## src/rtl/ext_bus_if.sv

```systemverilog
// ext_bus_if: serialises one CPU memory/IO transaction into byte beats on an
// 8-bit bidirectional pin bus. Address bytes go LSB first, then one data beat.
// Each beat is a 4-phase req/ack handshake with a synchronised ack and an
// optional per-phase timeout (TIMEOUT_W = 0 disables it).
// Optional feature macro: EXT_BUS_IF_ADDR_SKIP_EN skips upper address bytes
// that match the last completed transaction.
module ext_bus_if #(
    parameter int ADDR_W      = 16,
    parameter int SYNC_STAGES = 2,
    parameter int TIMEOUT_W   = 8
) (
    input  logic              clk,
    input  logic              rst,
    input  logic              bus_handshake_ack,
    input  logic [7:0]        bus_data_in,
    output logic              bus_handshake_req,
    output logic [1:0]        bus_state,
    output logic [1:0]        bus_byte_idx,
    output logic              bus_io,
    output logic [7:0]        bus_data_out,
    output logic              bus_output_enable,
    input  logic              memory_read,
    input  logic              memory_write,
    input  logic [ADDR_W-1:0] memory_addr,
    input  logic              memory_io,
    input  logic [7:0]        memory_wdata,
    output logic [7:0]        memory_rdata,
    output logic              memory_done,
    output logic              memory_err
);
    localparam int NBYTES = ADDR_W / 8;
    localparam int CW     = (TIMEOUT_W > 0) ? TIMEOUT_W : 1;
    localparam bit TMO_EN = (TIMEOUT_W > 0);
    // Last waiting cycle before the counter would hit 2^TIMEOUT_W-1.
    localparam logic [CW-1:0] TMO_LAST = CW'((2 ** CW) - 2);

    localparam logic [1:0] BS_ADDR = 2'd0;
    localparam logic [1:0] BS_WR   = 2'd1;
    localparam logic [1:0] BS_RD   = 2'd2;
    localparam logic [1:0] BS_IDLE = 2'd3;

    typedef enum logic [2:0] {S_IDLE, S_SETUP, S_REQ, S_REL, S_DONE, S_RECOVER} state_t;

    state_t                   state_q, state_d;
    logic [SYNC_STAGES-1:0]   sync_q;
    logic                     req_q, req_d;
    logic [1:0]               bst_q, bst_d;
    logic [1:0]               bidx_q, bidx_d;
    logic [2:0]               beat_q, beat_d;   // {is_data, addr byte index}
    logic                     io_q, io_d;
    logic                     wr_q, wr_d;
    logic [ADDR_W-1:0]        addr_q, addr_d;
    logic [7:0]               wdata_q, wdata_d;
    logic [7:0]               dout_q, dout_d;
    logic                     oe_q, oe_d;
    logic [7:0]               rdata_q, rdata_d;
    logic                     done_q, done_d;
    logic                     err_q, err_d;
    logic [CW-1:0]            cnt_q, cnt_d;
    logic [NBYTES-1:0]        skip_q, skip_d, skip_new;
    logic                     load, abort;
    logic [2:0]               nb;
`ifdef EXT_BUS_IF_ADDR_SKIP_EN
    logic [ADDR_W-1:0]        last_addr_q, last_addr_d;
    logic                     last_io_q, last_io_d;
    logic                     last_vld_q, last_vld_d;
`endif

    wire ack_s = sync_q[SYNC_STAGES-1];
    wire tmo   = TMO_EN && (cnt_q == TMO_LAST);

    // Next beat after address byte cur: next unskipped byte, else the data beat.
    function automatic logic [2:0] next_beat(input logic [1:0] cur, input logic [NBYTES-1:0] skip);
        logic [2:0] r;
        r = 3'b100;
        for (int j = NBYTES - 1; j >= 1; j--)
            if (j > int'(cur) && !skip[j]) r = {1'b0, 2'(j)};
        return r;
    endfunction

    function automatic logic [7:0] byte_of(input logic [ADDR_W-1:0] a, input logic [1:0] idx);
        logic [7:0] r;
        r = a[7:0];
        for (int j = 1; j < NBYTES; j++)
            if (j == int'(idx)) r = a[8*j +: 8];
        return r;
    endfunction

    // Ack synchroniser chain
    always_ff @(posedge clk or posedge rst) begin
        if (rst) sync_q <= '0;
        else     sync_q <= {sync_q[SYNC_STAGES-2:0], bus_handshake_ack};
    end

    // Next-state and output decode for the handshake FSM
    always_comb begin
        state_d  = state_q;
        req_d    = 1'b0;
        bst_d    = bst_q;
        bidx_d   = bidx_q;
        beat_d   = beat_q;
        io_d     = io_q;
        wr_d     = wr_q;
        addr_d   = addr_q;
        wdata_d  = wdata_q;
        dout_d   = dout_q;
        oe_d     = oe_q;
        rdata_d  = rdata_q;
        done_d   = 1'b0;
        err_d    = 1'b0;
        cnt_d    = cnt_q;
        skip_d   = skip_q;
        skip_new = '0;
        load     = 1'b0;
        abort    = 1'b0;
        nb       = beat_q;
`ifdef EXT_BUS_IF_ADDR_SKIP_EN
        last_addr_d = last_addr_q;
        last_io_d   = last_io_q;
        last_vld_d  = last_vld_q;
        for (int j = 1; j < NBYTES; j++)
            skip_new[j] = last_vld_q && (memory_io == last_io_q) &&
                          (memory_addr[8*j +: 8] == last_addr_q[8*j +: 8]);
`endif
        case (state_q)
            S_IDLE: begin
                if (memory_read || memory_write) begin
                    addr_d  = memory_addr;
                    io_d    = memory_io;
                    wdata_d = memory_wdata;
                    wr_d    = memory_write;   // write wins when both are set
                    skip_d  = skip_new;
                    load    = 1'b1;
                    nb      = 3'b000;
                    state_d = S_SETUP;
                end
            end
            S_SETUP: begin
                req_d   = 1'b1;
                cnt_d   = '0;
                state_d = S_REQ;
            end
            S_REQ: begin
                if (ack_s) begin
                    if (beat_q[2] && !wr_q) rdata_d = bus_data_in;
                    cnt_d   = '0;
                    state_d = S_REL;
                end else if (tmo) begin
                    abort = 1'b1;
                end else begin
                    req_d = 1'b1;
                    cnt_d = cnt_q + 1'b1;
                end
            end
            S_REL: begin
                if (!ack_s) begin
                    if (beat_q[2]) begin
                        state_d = S_DONE;
                        done_d  = 1'b1;
                        bst_d   = BS_IDLE;
                        oe_d    = 1'b0;
                        bidx_d  = 2'd0;
`ifdef EXT_BUS_IF_ADDR_SKIP_EN
                        last_addr_d = addr_q;
                        last_io_d   = io_q;
                        last_vld_d  = 1'b1;
`endif
                    end else begin
                        load    = 1'b1;
                        nb      = next_beat(beat_q[1:0], skip_q);
                        state_d = S_SETUP;
                    end
                end else if (tmo) begin
                    abort = 1'b1;
                end else begin
                    cnt_d = cnt_q + 1'b1;
                end
            end
            S_DONE:    state_d = S_IDLE;
            S_RECOVER: if (!ack_s) state_d = S_IDLE;
            default:   state_d = S_IDLE;
        endcase

        if (abort) begin
            state_d = S_RECOVER;
            done_d  = 1'b1;
            err_d   = 1'b1;
            bst_d   = BS_IDLE;
            oe_d    = 1'b0;
            bidx_d  = 2'd0;
`ifdef EXT_BUS_IF_ADDR_SKIP_EN
            last_vld_d = 1'b0;
`endif
        end

        // Beat outputs are loaded on entry to SETUP and held through REL.
        if (load) begin
            beat_d = nb;
            bidx_d = nb[2] ? 2'd0 : nb[1:0];
            oe_d   = !nb[2] || wr_d;
            bst_d  = nb[2] ? (wr_d ? BS_WR : BS_RD) : BS_ADDR;
            dout_d = nb[2] ? (wr_d ? wdata_d : 8'h00) : byte_of(addr_d, nb[1:0]);
        end
    end

    // State and output registers
    always_ff @(posedge clk or posedge rst) begin
        if (rst) begin
            state_q <= S_IDLE;
            req_q   <= 1'b0;
            bst_q   <= BS_IDLE;
            bidx_q  <= 2'd0;
            beat_q  <= 3'd0;
            io_q    <= 1'b0;
            wr_q    <= 1'b0;
            addr_q  <= '0;
            wdata_q <= 8'h00;
            dout_q  <= 8'h00;
            oe_q    <= 1'b0;
            rdata_q <= 8'h00;
            done_q  <= 1'b0;
            err_q   <= 1'b0;
            cnt_q   <= '0;
            skip_q  <= '0;
        end else begin
            state_q <= state_d;
            req_q   <= req_d;
            bst_q   <= bst_d;
            bidx_q  <= bidx_d;
            beat_q  <= beat_d;
            io_q    <= io_d;
            wr_q    <= wr_d;
            addr_q  <= addr_d;
            wdata_q <= wdata_d;
            dout_q  <= dout_d;
            oe_q    <= oe_d;
            rdata_q <= rdata_d;
            done_q  <= done_d;
            err_q   <= err_d;
            cnt_q   <= cnt_d;
            skip_q  <= skip_d;
        end
    end

`ifdef EXT_BUS_IF_ADDR_SKIP_EN
    // Last completed address; reset and errors invalidate it
    always_ff @(posedge clk or posedge rst) begin
        if (rst) begin
            last_addr_q <= '0;
            last_io_q   <= 1'b0;
            last_vld_q  <= 1'b0;
        end else begin
            last_addr_q <= last_addr_d;
            last_io_q   <= last_io_d;
            last_vld_q  <= last_vld_d;
        end
    end
`endif

    assign bus_handshake_req = req_q;
    assign bus_state         = bst_q;
    assign bus_byte_idx      = bidx_q;
    assign bus_io            = io_q;
    assign bus_data_out      = dout_q;
    assign bus_output_enable = oe_q;
    assign memory_rdata      = rdata_q;
    assign memory_done       = done_q;
    assign memory_err        = err_q;
endmodule

```

## config.mk

```make
export PLATFORM = sky130hd
export DESIGN_NAME = ext_bus_if
export DESIGN_NICKNAME = d
export VERILOG_FILES = /design/src/rtl/ext_bus_if.sv
export SDC_FILE = /design/constraint.sdc
export NUM_CORES = 1
export LEC_CHECK = 0
export CAP_MARGIN = 15
export CORE_MARGIN = 2
export CORE_UTILIZATION = 35
export DETAILED_ROUTE_END_ITERATION = 8
export RECOVER_POWER = 50
export SLEW_MARGIN = 20
export SYNTH_ARGS = -nofsm -noshare
export SYNTH_HDL_FRONTEND = slang
export SYNTH_SLANG_ARGS = --single-unit
```

## constraint.sdc

```tcl
create_clock -name clk -period 2 [get_ports clk]
set_clock_uncertainty 0.05 [all_clocks]
set_input_delay 0.4 -clock clk [delete_from_list [all_inputs] [get_ports clk]]
set_output_delay 0.4 -clock clk [all_outputs]
set_load 0.02 [all_outputs]
```

==> out/metrics.csv <==
stage,metric,value,unit
outcome,status,"finished, final reports clean",
timing,fin crit period,1944,ps
critical_path,crit-path max FO,5,
grt,largest net degree at the start of global routing,31,
grt,vias in the first global route,2381,
timing,Worst-Margin Slew,713.1,ps
final_layout,proportion of layout cells with a drive suffix above 1,0.2123,
route,Detailed Route WL,6802,um
synthesis,most frequent cell after synthesis,dfrtp_1,
timing,TNS Setup,0,ps
synthesis,YS warnings,0,
route,DRC,0,
power_and_ir_drop,leakage,1.777,nW
timing,period utilisation layout,0.9718,
critical_path,CP Class,in -> reg,
place,GPL Wtd Cong,0.7850,
synthesis,Syn Inst Count,263,
power_and_ir_drop,worst-case vdd ir drop,959.4,uV
grt,GRT Overall Usage,0.1619,
critical_path,Crit path largest cell delay,430,ps
critical_path,reg2reg start,state_q[0],
final_layout,Final #Nets,393,
critical_path,worst path arrival time,2120,ps
clocking,CTS buffer count,9,
clocking,Clock transition at path regs,70,ps
final_layout,Layout Area Growth over Synthesis,39.93,%
route,drt first pass iters,4,
critical_path,reg2reg setup slack,80,ps
grt,initial antenna violation count,0,
place,Port Buffer Count,62,
synthesis,Synth area leaders,"dfrtp_1, nand2_1, mux2_4",
grt,first-pass GRT wire length,11030,um
clocking,clk_lat worst skew,340,ps
critical_path,Critical Path Source Type,input port,
timing,max-slew violation count,0,
route,via count,2319,
place,HPWL after DPL,4771,um
power_and_ir_drop,Seq pwr share,0.335,
route,first-iteration detailed-routing DRC count,108,
synthesis,Synth Cell Area,0.002820,mm2
synthesis,Main synth FF type,dfrtp_1,
flow_run,MaxCap Viol Count,0,
power_and_ir_drop,internal power,3.693,mW
floorplanning,die width,93.77,um
floorplanning,Die H,93.77,um
critical_path,CP top delay family,simple AND/OR/NAND/NOR gates,
critical_path,WP buf/inv,1,
route,DR vias/cell,5.041,
synthesis,Mapped Nets,303,
hold_path,worst hold path type,reg -> reg,
final_layout,Util after Layout,0.5081,
power_and_ir_drop,Final Total Pwr,5.833,mW
synthesis,Yosys cell types,50,
synthesis,top cells by instance count after synthesis,"dfrtp_1, nand2_1, mux2_4, nor2_1, nor2b_1",
hold_path,Min-Delay Startpoint,sync_q[0],
synthesis,Syn Area/Cell,10.72,um2
timing,fmax,0.5145,GHz
final_layout,diode count,0,
floorplanning,die area,0.008792,mm2
route,Routed Antenna Nets,0,
synthesis,post-synth top area share,0.4969,
critical_path,Worst Path Required,2170,ps
floorplanning,Core Footprint,0.007767,mm2
synthesis,Synth Register Bits,58,
clocking,H-tree levels,3,
critical_path,crit-path cells,clkdlybuf4s50_1 -> or2_1 -> and2_2 -> mux2_4 -> nor2b_1 -> a211o_1,
clocking,maximum root-to-sink buffer count,2,
grt,total grt overflow,0,
route,WL/cell,14.79,um
clocking,root buffer cell,clkbuf_8,
timing,Final setup viols,0,
synthesis,number of synthesized flops with an enable pin,0,
synthesis,asr flop ratio synth,1.000,
critical_path,critical path's slowest cell,clkdlybuf4s50_1,
power_and_ir_drop,Comb pwr share,0.491,
synthesis,cell taking the most area after synthesis,dfrtp_1,
place,Placed Area,0.003746,mm2
power_and_ir_drop,net switching power,2.141,mW
power_and_ir_drop,total power per unit cell area,1478,mW/mm2
power_and_ir_drop,Clk pwr share,0.175,
clocking,CTS tree,yes,
floorplanning,row cnt,32,
synthesis,post-synthesis sequential area ratio,0.5155,
timing,Final Hold Viols,0,
final_layout,"Design Area, Final",0.003946,mm2
critical_path,Crit. End Element,flop,
critical_path,Setup crit start,memory_read,
floorplanning,initial core utilization,0.3631,
timing,Fin Hold WS,302.7,ps
timing,Rel. slew slack,0.5246,
floorplanning,# IOs,63,
clocking,clock sink count,58,
power_and_ir_drop,Sw Ratio,0.3669,
-- layout make-up --
cell class                 instances  area, um2
clock inverter                     4      25.02
clock buffer                      12      165.2
inverter                           7      26.28
tap                              102      127.6
multi-input combinational        185       1285
timing repair buffer              92      862.1
sequential                        58       1455
fill                             728       3821
-- through the flow --
| step | setup WS (ps) | std cells |
|---|---|---|
| after global placement | -261.9 | 442 |
| final | 56.48 | 460 |
| after CTS | 36.42 | 458 |
| after floorplan | 36.59 | 263 |
| after detailed placement | -274.8 | 442 |
| after global routing | -9.702 | 460 |
-- path summary, 6_finish.rpt --
kind / end / depth (start not counted)
min in group asynchronous: addr_q[14] / 3
setup reg to reg: bus_data_out[3] / 5
setup / recovery: bus_data_out[1] / 6
hold / removal: sync_q[1] / 0
hold reg to reg: sync_q[1] / 0
max in group asynchronous: state_q[0] / 3
-- repair_timing --
| item | 4_1_cts | 5_1_grt |
|---|---|---|
| hold buffers | 0 | 0 |
| setup buffers | 0 | 1 |
| setup endpoints to repair | 0 | 8 |
| resized for setup | 0 | 6 |
-- cell families (layout without fill, tap and decap cells) --
kind of cell             count (synthesis)  count (layout)  share of synthesized area
flip-flops                              58              58                     0.5155
adder cells (fa/ha/maj)                  2               2                   0.008872
XOR/XNOR                                 1               1                   0.003106
AND/OR/NAND/NOR                        106             107                     0.1903
multiplexers                            18              18                    0.08562
buffers and inverters                   21             115                    0.04126
AO/OA/AOI/OAI                           57              57                     0.1553
-- state kept, by name, indices dropped and copies added (netlist names), 2 cells and up --
signal / count
addr_q: 8
bus_data_out: 8
memory_rdata: 8
sync_q: 2
bus_state: 2
wdata_q: 8
bus_byte_idx: 2
beat_q: 3
cnt_q: 8
state_q: 3
-- power groups by stage --
stage	clock [mW]	sequential, mW	combinational (mW)
floorplan	0	2.18	1.47
global route	1.10	2.01	3.12
global placement	0	1.95	2.79
detailed placement	0	1.95	2.83
CTS	1.05	1.94	2.84
finish	1.02	1.95	2.86
-- placed cells by master, fill, tap and decap left out, types with 2 or more instances in the layout --
master           Yosys  layout
nor2_1              11      11
ha_1                 2       2
and3_1               3       3
mux2i_1              2       2
dfstp_2              2       2
o21ai_1              2       2
nor3_2               2       2
a22o_1               6       5
dfrtp_1             56      55
nand2b_1             4       4
clkbuf_2             0       2
inv_1                7       7
a221oi_1             8       8
o31ai_1              2       2
nand3_1              5       5
nor3_1               8       7
clkinv_2             0       2
nand4bb_1            2       2
mux2_4              11      11
clkinvlp_4           0       2
clkdlybuf4s50_1      0      60
a22oi_1              3       3
buf_12               0       2
a21oi_1              6       6
nor2b_1             10      10
a211o_1              8       8
o21ai_0              9       9
nand2_1             51      51
clkbuf_8             0      12
mux2_2               5       5
dlygate4sd3_1        0       2
buf_4                1      25
a21o_1               3       3
-- layer usage --
metal,vias to the layer above,routed length (um),track usage
li1,1120,-,-
met1,1113,3066,0.2060
met2,77,3288,0.2643
met3,9,384,0.03933
met4,0,62,0.06522
met5,-,0,0
Note: power is estimated with default switching activity, not from simulation.
